### src/rtl/pipelined_mac_acc.sv
`default_nettype none
// ============================================================================
// Module      : pipelined_mac_acc
// Description : Unsigned WIDTH x WIDTH pipelined array multiplier feeding a
//               registered accumulator with clear, bypass and saturate/wrap.
// Revision    : 1.0 - initial parametrised release
// ============================================================================
module pipelined_mac_acc #(
    parameter int WIDTH     = 4,
    parameter int PIPE      = 3,
    parameter int ACC_WIDTH = 12,
    parameter bit SATURATE  = 1'b1
) (
    input  logic                 clk,
    input  logic                 rst,
    input  logic                 in_valid,
    input  logic [WIDTH-1:0]     a,
    input  logic [WIDTH-1:0]     y,
    input  logic                 acc_clr,
    input  logic                 acc_en,
    output logic [ACC_WIDTH-1:0] out,
    output logic                 out_valid,
    output logic                 overflow
);

    localparam int c_PROD_W = 2 * WIDTH;
    localparam int c_ROWS   = (WIDTH + PIPE - 1) / PIPE;

    // Index 0 is the input capture register; indices 1..PIPE each fold in one
    // group of partial-product rows.
    logic [WIDTH-1:0]     r_a    [0:PIPE-1];
    logic [WIDTH-1:0]     r_y    [0:PIPE-1];
    logic [c_PROD_W-1:0]  r_psum [1:PIPE];
    logic [c_PROD_W-1:0]  w_psum_next [1:PIPE];
    logic [PIPE:0]        r_vld;
    logic [PIPE:0]        r_clr;
    logic [PIPE:0]        r_en;

    logic [ACC_WIDTH-1:0] r_acc;
    logic [ACC_WIDTH-1:0] r_out;
    logic                 r_out_vld;
    logic                 r_ovf;
    logic [ACC_WIDTH-1:0] w_prod;
    logic [ACC_WIDTH:0]   w_sum;
    logic [ACC_WIDTH-1:0] w_acc_next;
    logic [ACC_WIDTH-1:0] w_out_next;
    logic                 w_ovf_next;

    function automatic logic [c_PROD_W-1:0] rows_sum(
        input logic [WIDTH-1:0] fa,
        input logic [WIDTH-1:0] fy,
        input int               lo,
        input int               hi
    );
        logic [c_PROD_W-1:0] s;
        s = '0;
        for (int j = 0; j < WIDTH; j++) begin
            if (j >= lo && j < hi && fy[j]) begin
                s = s + (c_PROD_W'(fa) << j);
            end
        end
        return s;
    endfunction

    for (genvar k = 1; k <= PIPE; k++) begin : g_stage
        localparam int c_LO = (k - 1) * c_ROWS;
        localparam int c_HI = k * c_ROWS;
        if (k == 1) begin : g_first
            assign w_psum_next[k] = rows_sum(r_a[k-1], r_y[k-1], c_LO, c_HI);
        end else begin : g_rest
            assign w_psum_next[k] = r_psum[k-1] + rows_sum(r_a[k-1], r_y[k-1], c_LO, c_HI);
        end
    end

    always_ff @(posedge clk) begin
        if (rst) begin
            r_vld <= '0;
            r_clr <= '0;
            r_en  <= '0;
            for (int k = 0; k < PIPE; k++) begin
                r_a[k] <= '0;
                r_y[k] <= '0;
            end
            for (int k = 1; k <= PIPE; k++) begin
                r_psum[k] <= '0;
            end
        end else begin
            r_vld  <= {r_vld[PIPE-1:0], in_valid};
            r_clr  <= {r_clr[PIPE-1:0], acc_clr};
            r_en   <= {r_en[PIPE-1:0], acc_en};
            r_a[0] <= a;
            r_y[0] <= y;
            for (int k = 1; k < PIPE; k++) begin
                r_a[k] <= r_a[k-1];
                r_y[k] <= r_y[k-1];
            end
            for (int k = 1; k <= PIPE; k++) begin
                r_psum[k] <= w_psum_next[k];
            end
        end
    end

    assign w_prod = ACC_WIDTH'(r_psum[PIPE]);
    assign w_sum  = {1'b0, r_acc} + {1'b0, w_prod};

    // Accumulate stage works only on its own registers, so consecutive
    // samples never see a stale accumulator value.
    always_comb begin
        w_acc_next = r_acc;
        w_out_next = r_out;
        w_ovf_next = r_ovf;
        if (r_vld[PIPE]) begin
            if (!r_en[PIPE]) begin
                w_out_next = w_prod;
            end else if (r_clr[PIPE]) begin
                w_acc_next = w_prod;
                w_out_next = w_prod;
                w_ovf_next = 1'b0;
            end else if (w_sum[ACC_WIDTH]) begin
                w_ovf_next = 1'b1;
                w_acc_next = SATURATE ? {ACC_WIDTH{1'b1}} : w_sum[ACC_WIDTH-1:0];
                w_out_next = w_acc_next;
            end else begin
                w_acc_next = w_sum[ACC_WIDTH-1:0];
                w_out_next = w_sum[ACC_WIDTH-1:0];
            end
        end
    end

    always_ff @(posedge clk) begin
        if (rst) begin
            r_acc     <= '0;
            r_out     <= '0;
            r_out_vld <= 1'b0;
            r_ovf     <= 1'b0;
        end else begin
            r_acc     <= w_acc_next;
            r_out     <= w_out_next;
            r_out_vld <= r_vld[PIPE];
            r_ovf     <= w_ovf_next;
        end
    end

    assign out       = r_out;
    assign out_valid = r_out_vld;
    assign overflow  = r_ovf;

endmodule
`default_nettype wire

### config.mk
export PLATFORM = sky130hd
export DESIGN_NAME = pipelined_mac_acc
export DESIGN_NICKNAME = d
export VERILOG_FILES = /design/src/rtl/pipelined_mac_acc.sv
export SDC_FILE = /design/constraint.sdc
export NUM_CORES = 1
export LEC_CHECK = 0
export ABC_AREA = 1
export BUFFER_PORTS_ARGS = -buffer_cell sky130_fd_sc_hd__clkbuf_2
export CAP_MARGIN = 20
export CORE_UTILIZATION = 35
export CTS_CLUSTER_SIZE = 25
export DETAILED_ROUTE_END_ITERATION = 16
export GPL_TIMING_DRIVEN = 1
export HOLD_SLACK_MARGIN = 0.15
export PLACE_DENSITY = 0.6
export RECOVER_POWER = 100
export SYNTH_ARGS = -nofsm -noshare
export SYNTH_HDL_FRONTEND = slang
export SYNTH_SLANG_ARGS = --single-unit
### constraint.sdc
create_clock -name clk -period 3.1 [get_ports clk]
set_input_delay 0.31 -clock clk [delete_from_list [all_inputs] [get_ports clk]]
set_output_delay 0.31 -clock clk [all_outputs]
set_load 0.02 [all_outputs]
Yosys cells after proc, flatten, opt, wreduce, memory -nomap -nowiden
Memory sizes are Yosys's and may differ from the RTL's.
Index checks and enable logic that the tools add are counted.
{"block": "classes", "n_addsub": 4, "n_bitwise": 9, "muxes": 21, "reduce_logical": 3}
{"op": "2-to-1 mux 8 bit", "n": 5}
{"op": "2-to-1 mux 12 bit", "n": 3}
{"op": "2-to-1 mux 4 bit", "n": 7}
{"op": "adder 12 x 8 -> 13 bit", "n": 1}
{"op": "bitwise OR 1 bit", "n": 9}
{"op": "adder 6 x 7 -> 8 bit", "n": 1}
{"op": "adder 8 bit", "n": 1}
{"op": "adder 4 x 5 -> 6 bit", "n": 1}
{"op": "2-to-1 mux 6 bit", "n": 1}
{"op": "2-to-1 mux 1 bit", "n": 5}
{"op": "AND reduction 3 bit", "n": 1}
{"op": "AND reduction 2 bit", "n": 1}
{"op": "nonzero test 2 bit", "n": 1}
{"block": "word_totals", "ram_bits": 48, "n_memories": 3, "register_bits": 38, "elab_cells": 47}
{"memory": "r_psum", "depth": 3, "word_bits": 8, "rd": 3, "rd_clocked_by_memory_dff": 0, "wr": 3, "line": "33", "text": "logic [c_PROD_W-1:0] r_psum [1:PIPE];"}
{"memory": "r_a", "depth": 3, "word_bits": 4, "rd": 2, "rd_clocked_by_memory_dff": 0, "wr": 3, "line": "31", "text": "logic [WIDTH-1:0] r_a [0:PIPE-1];"}
{"memory": "r_y", "depth": 3, "word_bits": 4, "rd": 2, "rd_clocked_by_memory_dff": 0, "wr": 3, "line": "32", "text": "logic [WIDTH-1:0] r_y [0:PIPE-1];"}

Logic depth before layout (Yosys ltp)
Gate-level depths: netlist of the first run.
An unclocked memory read counts as a cell.
{"block": "logic_depth", "ltp_word": 6, "depth_mapped": 14}

Least setup slack after synthesis of the first run
OpenSTA, ideal clock, no wires.
{"block": "synth_path", "kind": "register -> register", "from": "memory r_y[1][2] (netlist: r_y[0][6])", "to": "register, netlist name r_psum[0][22]", "period_less_slack_ns": 2.156, "path_slack_ns": 0.944, "setup_time_ns": 0.070, "stages_incl_launch_ff": 13, "n_path_buf": 0, "arrival_time_ns": 2.086, "path_cell_list": "dfxtp_1 nand2_1 inv_1 ha_1 inv_1 fa_1 or2_1 nand3_1 o21ai_0 ha_1 a21oi_1 o21ai_0 a21oi_1"}
{"element": "from (decl)", "line": "32"}

==> results.cfg, run 1 <==
[power]
power_mw = 1.76
peakVddDrop_mv = 0.215
power.density_nw_per_um2 = 447
leakage_nw = 1.81

[setup_path]
critPathKind = reg2reg
required_ns = 3.39
crit_arrival_ns = 2.67
timing.rr.start = r_y[0][6]
crit_fanout = 4
crit_start = r_y[0][6]
critPathTopFamily = adder cells
crit_chain = nand2_1, inv_1, ha_1, inv_1, fa_1, or2_0, nand3_1, o21ai_0, ha_1, a21oi_1, o21ai_0, a21oi_1
max_stage_delay_ns = 0.39
end_kind = flip-flop
crit_buf_inv = 2
slowest_stage = dfxtp_1
startpoint_type = flip-flop
r2r_slack_ns = 0.72

[logic_synthesis]
synth_simple_gate_area_share_pct = 23.4
yosys-mux-area-fraction_pct = 0
synth_top_family_by_area = simple AND/OR/NAND/NOR gates
synth-compound-area-share_pct = 11.0
ys_seq_elements = 74
synthXorXnorAreaFrac_pct = 1.26
synth.distinct_cells = 30
syn-cell-area_um2 = 3470
ys_seq_area_share_pct = 42.7
syn-instance-count = 473
syn_nets = 507
synthAdderAreaFrac_pct = 8.45
syn_area_per_cell_um2 = 7.33
synth_warnings = 0

[timing]
setup_viol = 0
fmax_ghz = 0.420
worst_pin_slew_ns = 1.74
rsz0062_at_grt = false
finalHoldViolCount = 0
maxSlewHeadroom_pct = -16.3
fin_crit_sh_pct = 76.9
hold_ws_ns = 0.398
slew_viol_final = 42
fin_crit_ns = 2.38
skew_ns = 0.0106
finalSetupTns_ns = 0
layout_setup_ws_ns = 0.717

[die]
start_util_pct = 36.8
coreArea_um2 = 9420
die_w_um = 102
io_pins = 27
die_area_um2 = 10300
rows = 35
die_h_um = 102

[worst_hold_path]
worstHoldStart = r_psum[0][23]
min_path_type = reg2reg

[place]
gp_congestion = 0.866
dp_hpwl_mm = 4.64
dp_slack_ns = 0.775
port_buffers = 26

[cts]
cts-htree-levels = 3
cts_tree = yes
cts_buffers = 9
path_clk_slew_ns = 0.08
insertion_delay_ns = 0.36
cts_resized = 0
clockBufferDepth = 2
cts_setup_buffers = 0
cts_sinks = 74
ctsRootBufferMaster = clkbuf_8

[detailed_routing]
viasPerCell = 4.42
drc = 0
drt_first_pass_iters = 4
drt_iter0_drc = 48
wl_mm = 6.52
drtAntennaViolNets = 0
vias = 2845
wire_per_inst_um = 10.1

[grt]
grt.total_usage_pct = 14.7
grt_max_degree = 42
grt_pass1_wl_mm = 11.8
overflow = 0
first_global_vias = 2787
antenna_found_initial = 0

[job]
drv_cap = 1

[final_layout]
area_growth_pct = 13.5
fin_util_pct = 41.8
layout.nets = 543
antenna_cells = 0
nFillCells = 964
drive_gt1_share_pct = 8.17

[status]
status = finished, violations left
violations = capacitance limit, slew limit
## state kept, by name, summed over array words and instances, names as in the netlist
signal,count
out,12
out_valid,1
overflow,1
r_a,8
r_acc,12
r_clr,4
r_en,4
r_psum,22
r_vld,4
r_y,6
## worst register-to-register path, stage by stage, from the launching register on
cell	delay, ns
dfxtp_1	0.39
nand2_1	0.09
inv_1	0.06
ha_1	0.16
inv_1	0.05
fa_1	0.38
or2_0	0.27
nand3_1	0.08
o21ai_0	0.09
ha_1	0.33
a21oi_1	0.20
o21ai_0	0.10
a21oi_1	0.13
## repair_timing
action,4_1_cts,5_1_grt
setup endpoints to repair,0,0
hold endpoints to repair,11,0
hold buffers,11,0
## cells in the mapped netlist (all sizes together)
master	count	area [µm²]
nand2	109	427
inv	93	349
dfxtp	74	1480
nor2	57	219
a21oi	45	233
o21ai	22	121
nand3	21	110
ha	17	213
clkbuf	11	81.3
nand4	5	31.3
fa	4	80.1
xnor2	3	26.3
or2	2	12.5
xor2	2	17.5
a21o	1	7.51
a31oi	1	6.26
buf	1	11.3
dlymetal6s2s	1	12.5
nand3b	1	7.51
nor3	1	5.00
o21bai	1	7.51
o22ai	1	6.26
## path summary, 6_finish.rpt
kind	end	depth (start not counted)
max	r_psum[0][22]	12
min	r_psum[0][31]	2
max reg2reg	r_psum[0][22]	12
min reg2reg	r_psum[0][31]	2
## through the flow
step | instances | area (µm²)
6_report | 643 | 3930
5_1_grt | 643 | 3930
4_1_cts | 643 | 3960
3_5_place_dp | 616 | 3660
3_3_place_gp | 616 | 3660
2_1_floorplan | 473 | 3470
## layout make-up
| type | count | area [µm²] | area share, % |
|---|---|---|---|
| multi-input combinational | 293 | 1530 | 38.8 |
| sequential | 74 | 1480 | 37.7 |
| inverter | 93 | 349 | 8.87 |
| timing repair buffer | 38 | 225 | 5.73 |
| tap | 129 | 161 | 4.10 |
| clock buffer | 10 | 138 | 3.50 |
| clock inverter | 6 | 51.3 | 1.30 |
## metal layers
layer | part of all wire, % | track usage, % | vias to the layer above
met5 | 0 | 0 | -
met3 | 3.8 | 3.86 | 16
met2 | 50 | 27.2 | 50
li1 | - | - | 1525
met4 | 2.1 | 7.02 | 0
met1 | 44 | 15.4 | 1254
## report_power, final
group | internal, mW | leakage (nW) | switching, mW | total (mW)
Sequential | 0.969 | 0.602 | 0.0116 | 0.981
Clock | 0.320 | 0.0931 | 0.379 | 0.699
Combinational | 0.0325 | 1.11 | 0.0451 | 0.0776
## layout by cell type (no fill, tap or decap)
cell,n
a21o_1,1
a21oi_1,43
a21oi_2,2
a31oi_1,1
clkbuf_1,16
clkbuf_2,11
clkbuf_8,10
clkinv_4,4
clkinvlp_4,1
dfxtp_1,74
dlygate4sd3_1,11
fa_1,4
ha_1,17
inv_1,92
inv_2,1
inv_6,1
nand2_1,103
nand2_2,6
nand3_1,20
nand3_2,1
nand3b_1,1
nand4_1,5
nor2_1,55
nor2_2,2
nor3_1,1
o21ai_0,18
o21ai_1,1
o21ai_2,3
o21bai_1,1
o22ai_1,1
or2_0,1
or2_1,1
xnor2_1,3
xor2_1,2
## kinds of logic after synthesis
kind of cell	count (synthesis)
AOI/OAI and AO/OA	71
buffers and inverters	106
xor gates and xnor gates	5
and+or+nand+nor	196
DFF	74
adders and majority gates	21
Note: power is estimated with default switching activity, not from simulation.
==> inputs of run 2 (changes only) <==
ABC_AREA = 0   (was 1)
clock period = 2.2 ns   (was 3.1 ns; I/O delays follow)
==> results.cfg, run 2 <==
[status]
status = finished, violations left
violations = setup timing

[grt]
antenna_found_initial = 0
overflow = 0
grt.total_usage_pct = 15.1
first_global_vias = 2552
grt_max_degree = 36
grt_pass1_wl_mm = 11.6

[timing]
fmax_ghz = 0.440
maxSlewHeadroom_pct = 63.1
fin_crit_ns = 2.27
rsz0062_at_grt = true
skew_ns = 0.00831
finalHoldViolCount = 0
layout_setup_ws_ns = -0.0709
setup_viol = 2
fin_crit_sh_pct = 103
slew_viol_final = 0
worst_pin_slew_ns = 0.553

[power]
power.density_nw_per_um2 = 618
p_seq_share_pct = 53.0
clkPwrFrac_pct = 42.2
p_sw_mw = 0.611
combPwrFrac_pct = 4.9
switching_share_pct = 23.4
leakage_nw = 1.71
power_mw = 2.61
peakVddDrop_mv = 0.417
p_int_mw = 2.00

[logic_synthesis]
ys.flop_type = dfxtp_1
synth-edff-count = 0
ys_seq_area_share_pct = 45.3
yosys.area.top_type = dfxtp_1
synth.distinct_cells = 46
synth_area_leaders = dfxtp_1, nor2b_1, ha_1, a21oi_1, o21ai_0
synth_top_area_share_pct = 45.3
ys_seq_elements = 74
syn-instance-count = 350
synth_warnings = 0
syn_nets = 384
syn_area_per_cell_um2 = 9.34
yosysMostFrequentCell = dfxtp_1
syn-cell-area_um2 = 3270
synth-async-reset-ratio_pct = 0
synth_common_cells = dfxtp_1, nor2b_1, a21oi_1, nand2_1, o21ai_0

[place]
placedInstanceArea_um2 = 3690
dp_cells = 497
dp_hpwl_mm = 4.60
gp_congestion = 0.865
port_buffers = 26

[die]
coreArea_um2 = 8890
die_w_um = 98.6
start_util_pct = 36.8
rows = 34
io_pins = 27
die_area_um2 = 9730
die_h_um = 98.6

[detailed_routing]
drt_first_pass_iters = 4
drt_iter0_drc = 37
drc = 0
viasPerCell = 4.93
wl_mm = 6.85
wire_per_inst_um = 12.9
drtAntennaViolNets = 0
vias = 2624

[setup_path]
critPathKind = reg2reg
crit_fanout = 3
startpoint_type = flip-flop
crit_chain = and2_4, ha_4, inv_2, fa_2, mux2i_1, ha_1, a21oi_4, nor2b_4, o21ai_2, xnor2_1, nor2_1
crit_arrival_ns = 2.51
required_ns = 2.44
end_kind = flip-flop
max_stage_delay_ns = 0.51
slowest_stage = fa_2

[final_layout]
layout.nets = 453
largest_register = r_psum
fin_util_pct = 47.6
drive_gt1_share_pct = 24.3
mostFrequentLayoutCells = dfxtp_1, nor2b_1, buf_4
largest_reg_flops = 22
antenna_cells = 0
multiInputGateArea_um2 = 1840
area_growth_pct = 29.5
seq_area_um2 = 1490
final_area_um2 = 4230
nFillCells = 831
final_common_cell = dfxtp_1
layout.cells.non_filler = 532

[cts]
path_clk_slew_ns = 0.08
cts_tree = yes
cts_sinks = 74
insertion_delay_ns = 0.35
cts-htree-levels = 3
clockBufferDepth = 2
cts_buffers = 9
ctsRootBufferMaster = clkbuf_8

[job]
drv_cap = 0

[worst_hold_path]
min_path_type = in2reg
==> run 2: cell count changes after synthesis, moves of 7 or more <==
cell / delta
nand2_1: -81
a21oi_1: -15
nand2_2: -7
nand3_1: -17
nor2_1: -35
nor2b_1: +46
inv_1: -75
==> run 2: worst paths after layout <==
check / start / to / slack [ns] / depth (start not counted)
setup / recovery: r_y[0][6] / r_psum[0][23] / -0.07 / 11
hold / removal: rst / out[11] / 0.26 / 3
setup reg to reg: r_y[0][6] / r_psum[0][23] / -0.07 / 11
hold reg to reg: r_psum[0][9] / r_psum[0][17] / 0.44 / 1
==> run 2: power by group through the flow <==
| stage | logic (mW) | registers [mW] | clock network (mW) |
|---|---|---|---|
| floorplan | 0.0677 | 1.41 | 0 |
| global placement | 0.105 | 1.41 | 0 |
| detailed placement | 0.109 | 1.42 | 0 |
| CTS | 0.126 | 1.38 | 1.14 |
| global route | 0.142 | 1.39 | 1.20 |
| finish | 0.127 | 1.38 | 1.10 |
==> run 2: cell families (layout without fill, tap and decap cells) <==
kind of cell / Yosys count / count (layout) / synth area share, %
simple gates: 125 / 125 / 21.2
fa+ha+maj: 22 / 22 / 9.26
xor+xnor: 10 / 10 / 2.68
buf+inv: 32 / 106 / 3.68
flops: 74 / 74 / 45.3
mux: 7 / 7 / 2.22
compound gates: 80 / 80 / 15.7
==> run 2: worst max-delay path, delay by kind of cell, from the launching register on <==
| kind | cells | cell delay, ns |
|---|---|---|
| multiplexers | 1 | 0.07 |
| flip-flops | 1 | 0.33 |
| buffers and inverters | 1 | 0.03 |
| XOR/XNOR | 1 | 0.14 |
| adder cells (fa/ha/maj) | 3 | 0.99 |
| AND/OR/NAND/NOR | 3 | 0.26 |
| AO/OA/AOI/OAI | 2 | 0.34 |
==> run 2: area by class of cell <==
cell class	instances	share of cell area [%]
timing repair buffer	73	11.8
clock buffer	10	3.25
tap	108	3.19
clock inverter	6	1.71
sequential	74	35.1
multi-input combinational	244	43.4
inverter	17	1.51
==> run 2: what timing repair did <==
| item | 4_1_cts | 5_1_grt |
|---|---|---|
| pin swaps | 14 | 24 |
| setup endpoints to repair | 20 | 21 |
| hold endpoints to repair | 11 | 0 |
| hold buffers | 11 | 0 |
| gates resized for setup | 23 | 20 |
| setup buffers | 10 | 0 |
==> run 2: per-layer routing <==
| metal | GRT usage, % | up-vias | wire length, µm |
|---|---|---|---|
| met5 | 0 | - | 0 |
| met3 | 3.69 | 18 | 192 |
| met1 | 17.0 | 1228 | 3030 |
| met4 | 7.92 | 0 | 170 |
| met2 | 26.6 | 43 | 3460 |
| li1 | - | 1335 | - |
==> run 2: per-stage QoR <==
step / hold WS [ns] / worst slack [ns] / TNS, ns
floorplan: 0.348 / -0.0115 / -0.0115
global placement: 0.416 / -0.106 / -0.515
detailed placement: 0.422 / -0.163 / -1.50
CTS: 0.231 / -0.157 / -0.365
global route: 0.297 / -0.221 / -0.704
finish: 0.259 / -0.0709 / -0.131
